===== config.mk =====
export PLATFORM = sky130hd
export DESIGN_NAME = lpc_host
export DESIGN_NICKNAME = d
export VERILOG_FILES = /design/src/rtl/lpc_host_pkg.sv /design/src/rtl/lpc_host_sync_timer.sv /design/src/rtl/lpc_host.sv
export SDC_FILE = /design/constraint.sdc
export NUM_CORES = 1
export LEC_CHECK = 0
export CORE_ASPECT_RATIO = 0.7
export CORE_MARGIN = 3
export CORE_UTILIZATION = 57
export DETAILED_ROUTE_END_ITERATION = 12
export PLACE_DENSITY = 0.94
export SLEW_MARGIN = 0
export SYNTH_ARGS = -nofsm -noshare
export SYNTH_HDL_FRONTEND = slang
export SYNTH_HIERARCHICAL = 1
export SYNTH_SLANG_ARGS = --single-unit
export TNS_END_PERCENT = 10

===== constraint.sdc =====
create_clock -name lpc_clk_i -period 3.6 [get_ports lpc_clk_i]
set_input_delay 0.72 -clock lpc_clk_i [delete_from_list [all_inputs] [get_ports lpc_clk_i]]
set_output_delay 0.72 -clock lpc_clk_i [all_outputs]
set_load 0.1 [all_outputs]

===== src/rtl/lpc_host_pkg.sv =====
// lpc_host_pkg -- shared definitions for the LPC I/O host.
//   * lpc_state_e : host FSM state encoding (ST_ABORT exists only when
//                   LPC_HOST_ABORT_EN is defined)
//   * LAD nibble constants for START / CYCTYP phases
//   * SYNC codes returned by the peripheral
//   * addr_nibble(): selects the address nibble driven in ADDR clock idx
package lpc_host_pkg;

  typedef enum logic [3:0] {
    ST_IDLE   = 4'd0,
    ST_START  = 4'd1,
    ST_CYCTYP = 4'd2,
    ST_ADDR   = 4'd3,
    ST_WDATA  = 4'd4,
    ST_HTAR1  = 4'd5,
    ST_HTAR2  = 4'd6,
    ST_SYNC   = 4'd7,
    ST_RDATA  = 4'd8,
    ST_PTAR1  = 4'd9,
    ST_PTAR2  = 4'd10,
`ifdef LPC_HOST_ABORT_EN
    ST_ABORT  = 4'd11,
`endif
    ST_DONE   = 4'd12
  } lpc_state_e;

  localparam logic [3:0] LAD_START  = 4'h0;
  localparam logic [3:0] CYC_IO_RD  = 4'h0;
  localparam logic [3:0] CYC_IO_WR  = 4'h2;
  localparam logic [3:0] LAD_IDLE   = 4'hF;

  localparam logic [3:0] SYNC_READY = 4'h0;
  localparam logic [3:0] SYNC_SWAIT = 4'h5;
  localparam logic [3:0] SYNC_LWAIT = 4'h6;
  localparam logic [3:0] SYNC_ERROR = 4'hA;

  // Address goes out MSB nibble first: idx 0 -> [15:12], idx 3 -> [3:0].
  function automatic logic [3:0] addr_nibble(input logic [15:0] addr,
                                             input logic [1:0]  idx);
    logic [3:0] nib;
    case (idx)
      2'd0:    nib = addr[15:12];
      2'd1:    nib = addr[11:8];
      2'd2:    nib = addr[7:4];
      default: nib = addr[3:0];
    endcase
    return nib;
  endfunction

endpackage


===== src/rtl/lpc_host_sync_timer.sv =====
// lpc_host_sync_timer -- counts SYNC wait clocks and flags the timeout.
//   clk_i, rst_ni : LPC clock, async active-low reset
//   clear_i       : hold counter at zero (host not in SYNC)
//   wait_i        : current SYNC clock carries a wait (non-ready) code
//   expired_o     : this wait clock is the SYNC_TIMEOUT-th one
module lpc_host_sync_timer #(
  parameter int unsigned SYNC_TIMEOUT = 64
) (
  input  logic clk_i,
  input  logic rst_ni,
  input  logic clear_i,
  input  logic wait_i,
  output logic expired_o
);

  localparam int unsigned CW = $clog2(SYNC_TIMEOUT + 1);

  logic [CW-1:0] cnt_q;
  logic [CW-1:0] cnt_d;

  // cnt_q holds the number of wait clocks already seen, so the current wait
  // clock reaches the limit when cnt_q is one below it.
  assign expired_o = wait_i && (cnt_q == CW'(SYNC_TIMEOUT - 1));

  always_comb begin
    cnt_d = cnt_q;
    if (clear_i) begin
      cnt_d = '0;
    end else if (wait_i && !expired_o) begin
      cnt_d = cnt_q + 1'b1;
    end
  end

  always_ff @(posedge clk_i or negedge rst_ni) begin
    if (!rst_ni) begin
      cnt_q <= '0;
    end else begin
      cnt_q <= cnt_d;
    end
  end

endmodule


===== src/rtl/lpc_host.sv =====
// lpc_host -- LPC I/O read/write host (single outstanding cycle).
// Optional feature: define LPC_HOST_ABORT_EN to drive an LFRAME# abort
// sequence on SYNC timeout; otherwise a timeout completes directly.
//   lpc_clk_i, pci_reset_ni          : clock, async active-low reset
//   req_i, req_wr_i, req_addr_i,
//   req_data_i                       : request (sampled only while not busy)
//   busy_o, done_o, rd_data_o,
//   err_o, timeout_o                 : status / completion
//   lpc_frame_o, lpc_bus_out_o,
//   lpc_bus_oe_o, lpc_bus_in_i       : LPC pins (LAD tristate at top level)
//   state_o                          : current FSM state (debug)
// Handshake: a request is taken on any clock edge where req_i=1 and
// busy_o=0 (IDLE or DONE); completion is the one-clock done_o pulse, with
// rd_data_o/err_o/timeout_o valid then and held until the next accept.
module lpc_host
  import lpc_host_pkg::*;
#(
  parameter int unsigned SYNC_TIMEOUT = 64
) (
  input  logic        lpc_clk_i,
  input  logic        pci_reset_ni,
  input  logic        req_i,
  input  logic        req_wr_i,
  input  logic [15:0] req_addr_i,
  input  logic [7:0]  req_data_i,
  output logic        busy_o,
  output logic        done_o,
  output logic [7:0]  rd_data_o,
  output logic        err_o,
  output logic        timeout_o,
  output logic        lpc_frame_o,
  output logic [3:0]  lpc_bus_out_o,
  output logic        lpc_bus_oe_o,
  input  logic [3:0]  lpc_bus_in_i,
  output logic [3:0]  state_o
);

  lpc_state_e  state_q;
  logic [1:0]  nib_q;
  logic        wr_q;
  logic [15:0] addr_q;
  logic [7:0]  wdata_q;
  logic [7:0]  rd_data_q;
  logic        err_q;
  logic        timeout_q;
  logic        busy_q;
  logic        done_q;
  logic        frame_q;
  logic [3:0]  lad_q;
  logic        oe_q;
`ifdef LPC_HOST_ABORT_EN
  logic [2:0]  abort_cnt_q;
`endif

  logic sync_ready;
  logic sync_wait;
  logic sync_expired;

  assign sync_ready = (lpc_bus_in_i == SYNC_READY) || (lpc_bus_in_i == SYNC_ERROR);
  // Any code other than ready/error (SWAIT, LWAIT or garbage) is a wait.
  assign sync_wait  = (state_q == ST_SYNC) && !sync_ready;

  lpc_host_sync_timer #(
    .SYNC_TIMEOUT(SYNC_TIMEOUT)
  ) u_sync_timer (
    .clk_i    (lpc_clk_i),
    .rst_ni   (pci_reset_ni),
    .clear_i  (state_q != ST_SYNC),
    .wait_i   (sync_wait),
    .expired_o(sync_expired)
  );

  // Outputs are registered: each transition loads the pin values for the
  // state being entered.
  always_ff @(posedge lpc_clk_i or negedge pci_reset_ni) begin
    if (!pci_reset_ni) begin
      state_q     <= ST_IDLE;
      nib_q       <= 2'd0;
      wr_q        <= 1'b0;
      addr_q      <= 16'h0000;
      wdata_q     <= 8'h00;
      rd_data_q   <= 8'h00;
      err_q       <= 1'b0;
      timeout_q   <= 1'b0;
      busy_q      <= 1'b0;
      done_q      <= 1'b0;
      frame_q     <= 1'b1;
      lad_q       <= LAD_IDLE;
      oe_q        <= 1'b0;
`ifdef LPC_HOST_ABORT_EN
      abort_cnt_q <= 3'd0;
`endif
    end else begin
      done_q <= 1'b0;
      case (state_q)
        ST_IDLE, ST_DONE: begin
          if (req_i) begin
            wr_q      <= req_wr_i;
            addr_q    <= req_addr_i;
            wdata_q   <= req_data_i;
            err_q     <= 1'b0;
            timeout_q <= 1'b0;
            busy_q    <= 1'b1;
            frame_q   <= 1'b0;
            lad_q     <= LAD_START;
            oe_q      <= 1'b1;
            state_q   <= ST_START;
          end else begin
            busy_q  <= 1'b0;
            frame_q <= 1'b1;
            lad_q   <= LAD_IDLE;
            oe_q    <= 1'b0;
            state_q <= ST_IDLE;
          end
        end
        ST_START: begin
          frame_q <= 1'b1;
          lad_q   <= wr_q ? CYC_IO_WR : CYC_IO_RD;
          state_q <= ST_CYCTYP;
        end
        ST_CYCTYP: begin
          nib_q   <= 2'd0;
          lad_q   <= addr_nibble(addr_q, 2'd0);
          state_q <= ST_ADDR;
        end
        ST_ADDR: begin
          if (nib_q == 2'd3) begin
            nib_q <= 2'd0;
            if (wr_q) begin
              lad_q   <= wdata_q[3:0];
              state_q <= ST_WDATA;
            end else begin
              lad_q   <= LAD_IDLE;
              state_q <= ST_HTAR1;
            end
          end else begin
            nib_q <= nib_q + 2'd1;
            lad_q <= addr_nibble(addr_q, nib_q + 2'd1);
          end
        end
        ST_WDATA: begin
          if (nib_q == 2'd0) begin
            nib_q <= 2'd1;
            lad_q <= wdata_q[7:4];
          end else begin
            nib_q   <= 2'd0;
            lad_q   <= LAD_IDLE;
            state_q <= ST_HTAR1;
          end
        end
        ST_HTAR1: begin
          oe_q    <= 1'b0;
          state_q <= ST_HTAR2;
        end
        ST_HTAR2: begin
          state_q <= ST_SYNC;
        end
        ST_SYNC: begin
          if (sync_ready) begin
            if (lpc_bus_in_i == SYNC_ERROR) begin
              err_q <= 1'b1;
            end
            nib_q   <= 2'd0;
            state_q <= wr_q ? ST_PTAR1 : ST_RDATA;
          end else if (sync_expired) begin
            timeout_q <= 1'b1;
`ifdef LPC_HOST_ABORT_EN
            frame_q     <= 1'b0;
            lad_q       <= LAD_IDLE;
            oe_q        <= 1'b1;
            abort_cnt_q <= 3'd0;
            state_q     <= ST_ABORT;
`else
            busy_q  <= 1'b0;
            done_q  <= 1'b1;
            state_q <= ST_DONE;
`endif
          end
        end
        ST_RDATA: begin
          if (nib_q == 2'd0) begin
            rd_data_q[3:0] <= lpc_bus_in_i;
            nib_q          <= 2'd1;
          end else begin
            rd_data_q[7:4] <= lpc_bus_in_i;
            nib_q          <= 2'd0;
            state_q        <= ST_PTAR1;
          end
        end
        ST_PTAR1: begin
          state_q <= ST_PTAR2;
        end
        ST_PTAR2: begin
          busy_q  <= 1'b0;
          done_q  <= 1'b1;
          state_q <= ST_DONE;
        end
`ifdef LPC_HOST_ABORT_EN
        // Clocks 0..3 hold LFRAME# low with LAD=F; clock 4 releases the bus.
        ST_ABORT: begin
          if (abort_cnt_q == 3'd3) begin
            frame_q     <= 1'b1;
            oe_q        <= 1'b0;
            abort_cnt_q <= 3'd4;
          end else if (abort_cnt_q == 3'd4) begin
            busy_q  <= 1'b0;
            done_q  <= 1'b1;
            state_q <= ST_DONE;
          end else begin
            abort_cnt_q <= abort_cnt_q + 3'd1;
          end
        end
`endif
        default: begin
          busy_q  <= 1'b0;
          frame_q <= 1'b1;
          lad_q   <= LAD_IDLE;
          oe_q    <= 1'b0;
          state_q <= ST_IDLE;
        end
      endcase
    end
  end

  assign busy_o        = busy_q;
  assign done_o        = done_q;
  assign rd_data_o     = rd_data_q;
  assign err_o         = err_q;
  assign timeout_o     = timeout_q;
  assign lpc_frame_o   = frame_q;
  assign lpc_bus_out_o = lad_q;
  assign lpc_bus_oe_o  = oe_q;
  assign state_o       = state_q;

endmodule


==> results of run 1 <==
[cells by family (layout without fill, tap and decap cells)]
kind of cell | count (synthesis) | count (layout) | share of synthesized area
xor+xnor | 2 | 2 | 0.00576
buf+inv | 24 | 76 | 0.0412
compound gates | 66 | 66 | 0.159
flops | 56 | 56 | 0.463
simple gates | 73 | 73 | 0.145
fa+ha+maj | 6 | 6 | 0.0247
mux | 38 | 38 | 0.161
[power by group through the flow]
stage | logic (uW) | registers (uW) | clock network, uW
detailed placement | 2040 | 1100 | 0
global placement | 1980 | 1080 | 0
finish | 2090 | 1090 | 450
global route | 2180 | 1120 | 473
CTS | 2070 | 1090 | 446
floorplan | 942 | 1720 | 0
[final cells by class]
cell class,instances,area [um^2],share of cell area
Timing Repair Buffer,57,536,0.145
Multi-Input combinational cell,185,1510,0.407
Clock buffer,7,96.3,0.0260
Inverter,11,41.3,0.0111
Sequential cell,56,1410,0.380
Clock inverter,1,30.0,0.00811
Tap cell,69,86.3,0.0233
[cell usage after synthesis (3+ instances only)]
| cell | instances | area share |
|---|---|---|
| a211oi_1 | 5 | 0.012 |
| a21oi_1 | 9 | 0.015 |
| a22oi_1 | 4 | 0.0099 |
| a31oi_1 | 3 | 0.0062 |
| a41oi_1 | 3 | 0.0086 |
| buf_2 | 6 | 0.0099 |
| buf_6 | 3 | 0.011 |
| dfrtp_1 | 51 | 0.42 |
| dfstp_2 | 5 | 0.043 |
| ha_1 | 6 | 0.025 |
| inv_1 | 9 | 0.011 |
| mux2_1 | 17 | 0.063 |
| mux2_4 | 17 | 0.084 |
| nand2_1 | 15 | 0.019 |
| nand2b_1 | 7 | 0.014 |
| nand3_1 | 3 | 0.0049 |
| nand3b_1 | 3 | 0.0074 |
| nand4bb_1 | 3 | 0.011 |
| nor2_1 | 10 | 0.012 |
| nor2b_1 | 3 | 0.0062 |
| nor3_1 | 7 | 0.012 |
| o21ai_0 | 5 | 0.0082 |
| o21ai_1 | 4 | 0.0066 |
| o221ai_1 | 3 | 0.0086 |
| o22ai_1 | 4 | 0.0082 |
[critical path, cell delays in order (launching register included)]
cell and delay, ns:
dfrtp_1 0.65, and2b_1 0.44, nand2_1 0.35, nor2_1 0.43
nand4_1 0.19, nor2_1 0.22, o31ai_1 0.17, o211ai_1 0.23
nand2_1 0.09
[through the flow]
step	cells	hold WS, ns	utilization	setup slack, ns	total power [uW]
global placement	378	0.478	0.720	0.800	3060
CTS	386	0.428	0.746	0.781	3600
global route	386	0.447	0.746	0.522	3770
floorplan	265	0.424	-	1.00	2660
finish	386	0.412	0.746	0.697	3630
detailed placement	378	0.481	0.720	0.714	3140
[layout by cell type, fill, tap and decap left out, types with 3 or more instances in the layout]
cell type | Yosys | final
clkbuf_8 | 0 | 7
nand3_1 | 3 | 3
mux2_4 | 17 | 17
o221ai_1 | 3 | 3
nor2b_1 | 3 | 3
dfstp_2 | 5 | 5
a22oi_1 | 4 | 4
nand2_1 | 15 | 15
o22ai_1 | 4 | 4
nand3b_1 | 3 | 3
ha_1 | 6 | 6
a211oi_1 | 5 | 5
a31oi_1 | 3 | 3
a21oi_1 | 9 | 9
nor3_1 | 7 | 7
a41oi_1 | 3 | 3
nand4bb_1 | 3 | 3
nand2b_1 | 7 | 7
mux2_1 | 17 | 17
buf_4 | 1 | 12
o21ai_0 | 5 | 5
inv_1 | 9 | 9
dfrtp_1 | 51 | 51
nor2_1 | 10 | 10
clkdlybuf4s50_1 | 0 | 44
o21ai_1 | 4 | 4
[metal layers]
| layer | up-vias | global-route usage | part of all wire |
|---|---|---|---|
| li1 | 1098 | - | - |
| met4 | 0 | 0.0841 | 0.019 |
| met2 | 178 | 0.428 | 0.47 |
| met5 | - | 0 | 0 |
| met3 | 27 | 0.0485 | 0.080 |
| met1 | 1239 | 0.366 | 0.43 |
[flip-flops by register name, indices dropped and copies added (netlist names)]
signal / flops
err_o: 1
lpc_bus_oe_o: 1
nib_q: 2
wdata_q: 8
rd_data_o: 8
lpc_frame_o: 1
addr_q: 16
busy_o: 1
lpc_bus_out_o: 4
wr_q: 1
state_o: 4
timeout_o: 1
done_o: 1
u_sync_timer/cnt_q: 7
[worst min-delay path by stage]
stage | start | end | slack, ns
finish | pci_reset_ni | addr_q[11] | 0.41
detailed placement | rd_data_o[4] | rd_data_o[4] | 0.48
global placement | rd_data_o[5] | rd_data_o[5] | 0.48
CTS | pci_reset_ni | addr_q[11] | 0.43
global route | pci_reset_ni | addr_q[11] | 0.45
floorplan | pci_reset_ni | addr_q[0] | 0.42
==> results by group, run 1 <==
Outcome
  – Outcome: complete, no violations

Synth
  – Synth Warn #: 6
  – Post-Syn Area: approximately 0.0030 mm^2
  – Cells after synthesis: ~270
  – Yosys cell types: between 60 and 70
  – Average size of a mapped cell: between 10 and 15 um^2
  – Async S/R FF share, synth: 1.00
  – #FFs+latches synth: 56
  – Post-synthesis sequential area ratio: 0.463
  – Most used DFF post-synth: dfrtp_1
  – Syn Nets: approximately 300
  – Number of synthesized flops with an enable pin: 0

Setup path
  – Crit path capture: busy_o
  – Setup CP Type: register to register
  – Cell count of the worst reg-to-reg path: 8
  – Reg-to-reg setup timing slack: approximately 0.70 ns
  – Worst EP arrival: 3.08 ns
  – Worst R2R End: busy_o
  – WP data required: about 3.8 ns
  – Worst Setup End Kind: register
  – R2R Path Start: state_o[3]
  – Worst-path fanout max: 22
  – CP startpoint: state_o[3]
  – CP Launch Type: register

Global route
  – Largest net degree at the start of global routing: 30
  – First-pass GRT wire length: about 13000 um
  – GRT Overall Usage: 0.266
  – Vias in the first global route: 2434
  – Initial antenna violation count: 0
  – GRT Residual Overflow: 0

Detailed routing
  – Via count: about 2500
  – Via density per instance: 6.59
  – ANT nets after route: 0
  – Wirelength per Cell: 20.4 um
  – Initial DRC count: between 200 and 300
  – Total Wirelength: 7890 um
  – Pre-antenna DRT Iters: 5
  – Residual DRC: 0

Placed design
  – Placed inst area: approximately 0.0036 mm^2
  – Input/output buffers: 53
  – Dpl hpwl: 5630 um
  – RD Place Congestion: around 0.87

Floorplan
  – Starting Density: 0.612
  – # rows: 21
  – Die width: between 90 and 100 um
  – Die Y: 67.1 um
  – Die Area: 0.00626 mm^2
  – Ports: 54
  – Core Region: between 0.004 and 0.005 mm^2

Power
  – Net Sw Frac: 0.491
  – Internal power: ~1800 uW
  – Seq pwr share: 0.301
  – Maximum vdd drop: a little under 0.7 mV
  – Sw Pwr: about 1800 uW
  – PwrDens: between 900 and 1000 mW/mm^2
  – Gate power share: 0.575
  – Clk pwr share: 0.124
  – Static Leakage: around 0.0016 uW

Clock tree
  – Maximum root-to-sink buffer count: 2
  – Post-CTS setup buffer count: 0
  – CTS Root Cell: clkbuf_8
  – CTS tree: yes
  – CTS clk-pin slew, worst paths: approximately 0.10 ns
  – Clk sinks: 56
  – CTS buffer count: 5
  – H-tree Lvls: 2
  – Cts hold-fix bufs: 0
  – Post-CTS resize count: 0
  – Worst-skew pair later-pin latency: 0.31 ns

Timing
  – Clock skew: ~0.0044 ns
  – Final Setup Violations: 0
  – Fin. max-slew vios: 0
  – Worst-margin pin slew: slightly below 1 ns
  – Fin crit share: 0.806
  – Post-layout minimum cycle time: between 2 and 3 ns
  – RSZ-0062 raised after global routing: false
  – Final Hold Vio Count: 0
  – Relative slew margins: 0.349
  – F_max: around 340 MHz
  – Final setup TNS: 0 ns

Final layout
  – Layout Nets: around 350
  – Post-route cell area: 0.00370 mm^2
  – Share of layout cells above drive strength 1: 0.170
  – Area grow syn2layout: 21.9%
  – Ant diodes: 0
  – Filler instances: 314

Hold path
  – Hold Path Class: input port to async pin

Run
  – Max-capacitance violation count: 0
Power figures use the tool's default switching activity.
==> inputs of run 2 (changes only) <==
--- a/config.mk
+++ b/config.mk
@@ -7,9 +7,9 @@
 export LEC_CHECK = 0
 export CORE_ASPECT_RATIO = 0.7
 export CORE_MARGIN = 3
-export CORE_UTILIZATION = 57
+export CORE_UTILIZATION = 48
 export DETAILED_ROUTE_END_ITERATION = 12
-export PLACE_DENSITY = 0.94
+export PLACE_DENSITY = 0.86
 export SLEW_MARGIN = 0
 export SYNTH_ARGS = -nofsm -noshare
 export SYNTH_HDL_FRONTEND = slang
==> constraint.sdc (replaced) <==
create_clock -name lpc_clk_i -period 2.65 [get_ports lpc_clk_i]
set_input_delay 0.53 -clock lpc_clk_i [delete_from_list [all_inputs] [get_ports lpc_clk_i]]
set_output_delay 0.53 -clock lpc_clk_i [all_outputs]
set_load 0.1 [all_outputs]
==> run 2 against run 1 <==
Clock power rose by 11%. Final area fell by 0.17%. Hold slack got worse by 0.21 ns. Non-clock buffer count rose by 5. Clock skew rose by 0.0061 ns. Clock-buffer cell count fell by 1.
==> results by group, run 2 (synthesized netlist as in run 1, its figures left out) <==
Timing
  – Fin crit share: 0.870
  – Final setup TNS: 0 ns (unchanged)
  – Post-layout minimum cycle time: roughly 2.3 ns
  – Final Hold Vio Count: 0 (unchanged)
  – Worst-margin pin slew: 0.594 ns (-0.380 ns)
  – F_max: 434 MHz
  – RSZ-0062 raised after global routing: false
  – Final Setup Violations: 0 (unchanged)
  – Relative slew margins: 0.604 (+0.255)
  – Clock skew: 0.0104 ns (+0.00606 ns)
  – Fin. max-slew vios: 0 (unchanged)

Final layout
  – Most common cell after layout, fill and taps aside: dfrtp_1
  – Filler instances: 479 (+53%)
  – Max reg flops: 16 (unchanged)
  – Ant diodes: 0 (unchanged)
  – Fin util: 0.624 (-0.122)
  – Layout Nets: 359 (+1.4%)
  – Commonest cells after routing, fill and taps aside: dfrtp_1 (51), clkdlybuf4s50_1 (30), buf_4 (30)
  – Area grow syn2layout: 21.7%
  – Largest register by flop count: addr_q
  – Share of layout cells above drive strength 1: 0.227 (+0.0564)

Placed design
  – Dpl hpwl: 5460 um (-3.1%)
  – Input/output buffers: 53 (unchanged)
  – RD Place Congestion: 0.914 (+5.0%)

Power
  – Static Leakage: 0.00165 uW (+1.8%)
  – Seq pwr share: 0.316 (+0.015)
  – Net Sw Frac: 0.502 (+0.0103)
  – Gate power share: 0.580 (+0.005)
  – Clk pwr share: 0.105 (-0.019)
  – Maximum vdd drop: 0.752 mV (+8.5%)
  – Sw Pwr: 2400 uW (+35%)
  – PwrDens: 1290 mW/mm^2 (+32%)
  – Internal power: 2390 uW (+29%)

Clock tree
  – CTS Root Cell: clkbuf_8
  – CTS tree: yes
  – CTS clk-pin slew, worst paths: 0.10 ns (about the same)
  – Post-CTS setup buffer count: 0 (unchanged)
  – Clk sinks: 56 (unchanged)
  – Worst-skew pair later-pin latency: 0.32 ns (about the same)
  – CTS buffer count: 5 (unchanged)
  – Cts hold-fix bufs: 0 (unchanged)
  – Maximum root-to-sink buffer count: 2 (unchanged)
  – Post-CTS resize count: 0 (unchanged)
  – H-tree Lvls: 2 (unchanged)

Setup path
  – Cell family with most CP delay: simple AND/OR/NAND/NOR gates
  – CP Launch Type: input port
  – Max incr delay on CP: 0.55 ns (-0.10 ns)
  – Reg-to-reg setup timing slack: 0.37 ns (-0.33 ns)
  – CP bufs+invs: 1 (+1)
  – Worst EP arrival: 2.51 ns (-0.57 ns)
  – Cell count of the worst reg-to-reg path: 8 (unchanged)
  – WP data required: 2.86 ns (-0.92 ns)
  – Slowest CP cell: clkdlybuf4s50_1
  – Crit-path most repeated cell: nor2_1
  – Setup CP Type: input port to register
  – CP cell instances: clkdlybuf4s50_1 -> xor2_1 -> nor3_1 -> nor2_1 -> nand4_1 -> nor2_1 -> o31ai_1 -> o211ai_1 -> nand2_1
  – Worst R2R End: busy_o
  – Worst Setup End Kind: register
  – R2R Path Start: state_o[0]
  – Worst-path fanout max: 6 (-73%)

Floorplan
  – # rows: 23 (+9.5%)
  – Die width: 101 um (+8.4%)
  – Die Y: 72.6 um (+8.2%)
  – Core Region: 0.00593 mm^2 (+19%)
  – Die Area: 0.00734 mm^2 (+17%)
  – Ports: 54 (unchanged)
  – Starting Density: 0.513 (-0.0993)

Detailed routing
  – Total Wirelength: 7420 um (-6.0%)
  – ANT nets after route: 0 (unchanged)
  – Via count: 2418 (-4.9%)
  – Pre-antenna DRT Iters: 5 (unchanged)
  – Initial DRC count: 261 (-10%)
  – Residual DRC: 0 (unchanged)
  – Via density per instance: 6.09 (-7.5%)
  – Wirelength per Cell: 18.7 um (-8.6%)

Global route
  – Largest net degree at the start of global routing: 32 (+6.7%)
  – GRT Residual Overflow: 0 (unchanged)
  – GRT Overall Usage: 0.213 (-0.0532)
  – Vias in the first global route: 2373 (-2.5%)
  – Initial antenna violation count: 0 (unchanged)
  – First-pass GRT wire length: 12200 um (-3.3%)

Hold path
  – Hold Path Class: input port to async pin

Outcome
  – Outcome: complete, no violations

Run
  – Max-capacitance violation count: 0 (unchanged)
==> run 2: how the worst max path moves through the flow <==
stage                         start                     to  slack [ns]  depth (start not counted)
global route        lpc_bus_in_i[3]                 busy_o        0.21                          9
floorplan                state_o[0]  u_sync_timer/cnt_q[5]        0.05                          7
CTS                 lpc_bus_in_i[3]  u_sync_timer/cnt_q[5]        0.37                          7
detailed placement  lpc_bus_in_i[3]  u_sync_timer/cnt_q[5]        0.03                          7
global placement    lpc_bus_in_i[3]  u_sync_timer/cnt_q[5]        0.15                          7
finish              lpc_bus_in_i[3]                 busy_o        0.35                          9
==> run 2: worst reg2reg max path, cell delays in order, from the launching register on <==
cell and delay (ns):
dfrtp_1 0.65, and2_1 0.33, nand2_1 0.10, nor2_1 0.31, nand4_1 0.16, nor2_1 0.19
o31ai_1 0.16, o211ai_1 0.20, nand2_1 0.07
==> run 2: power groups by stage <==
stage          combinational, uW  sequential [uW]  clock, uW
5_1_grt                     2940             1550        534
4_1_cts                     2760             1510        506
2_1_floorplan               1280             2330          0
3_5_place_dp                2730             1520          0
3_3_place_gp                2670             1500          0
6_report                    2780             1510        501
==> run 2: cell type report <==
type | count | area (um^2) | share of cell area
Multi-Input combinational cell | 185 | 1510 | 0.407
Sequential cell | 56 | 1410 | 0.381
Timing Repair Buffer | 62 | 551 | 0.149
Tap cell | 75 | 93.8 | 0.0254
Clock buffer | 6 | 82.6 | 0.0223
Inverter | 11 | 41.3 | 0.0112
Clock inverter | 2 | 15.0 | 0.00406
==> run 2: stage by stage <==
stage / setup WS, ns / instances / total power (uW) / hold WS (ns) / cell area [um^2]
global route: 0.212 / 397 / 5030 / 0.260 / 3700
detailed placement: 0.0324 / 389 / 4250 / 0.485 / 3600
CTS: 0.372 / 397 / 4770 / 0.228 / 3700
floorplan: 0.0520 / 265 / 3610 / 0.234 / 3040
finish: 0.345 / 397 / 4790 / 0.202 / 3700
global placement: 0.147 / 389 / 4180 / 0.484 / 3600
==> run 2: routing by layer <==
| layer | global-route usage | wire (um) | up-vias | share of wire |
|---|---|---|---|---|
| met3 | 0.0458 | 661 | 16 | 0.089 |
| met1 | 0.318 | 3400 | 1167 | 0.46 |
| li1 | - | - | 1098 | - |
| met2 | 0.316 | 3240 | 137 | 0.44 |
| met5 | 0 | 0 | - | 0 |
| met4 | 0.0546 | 108 | 0 | 0.015 |
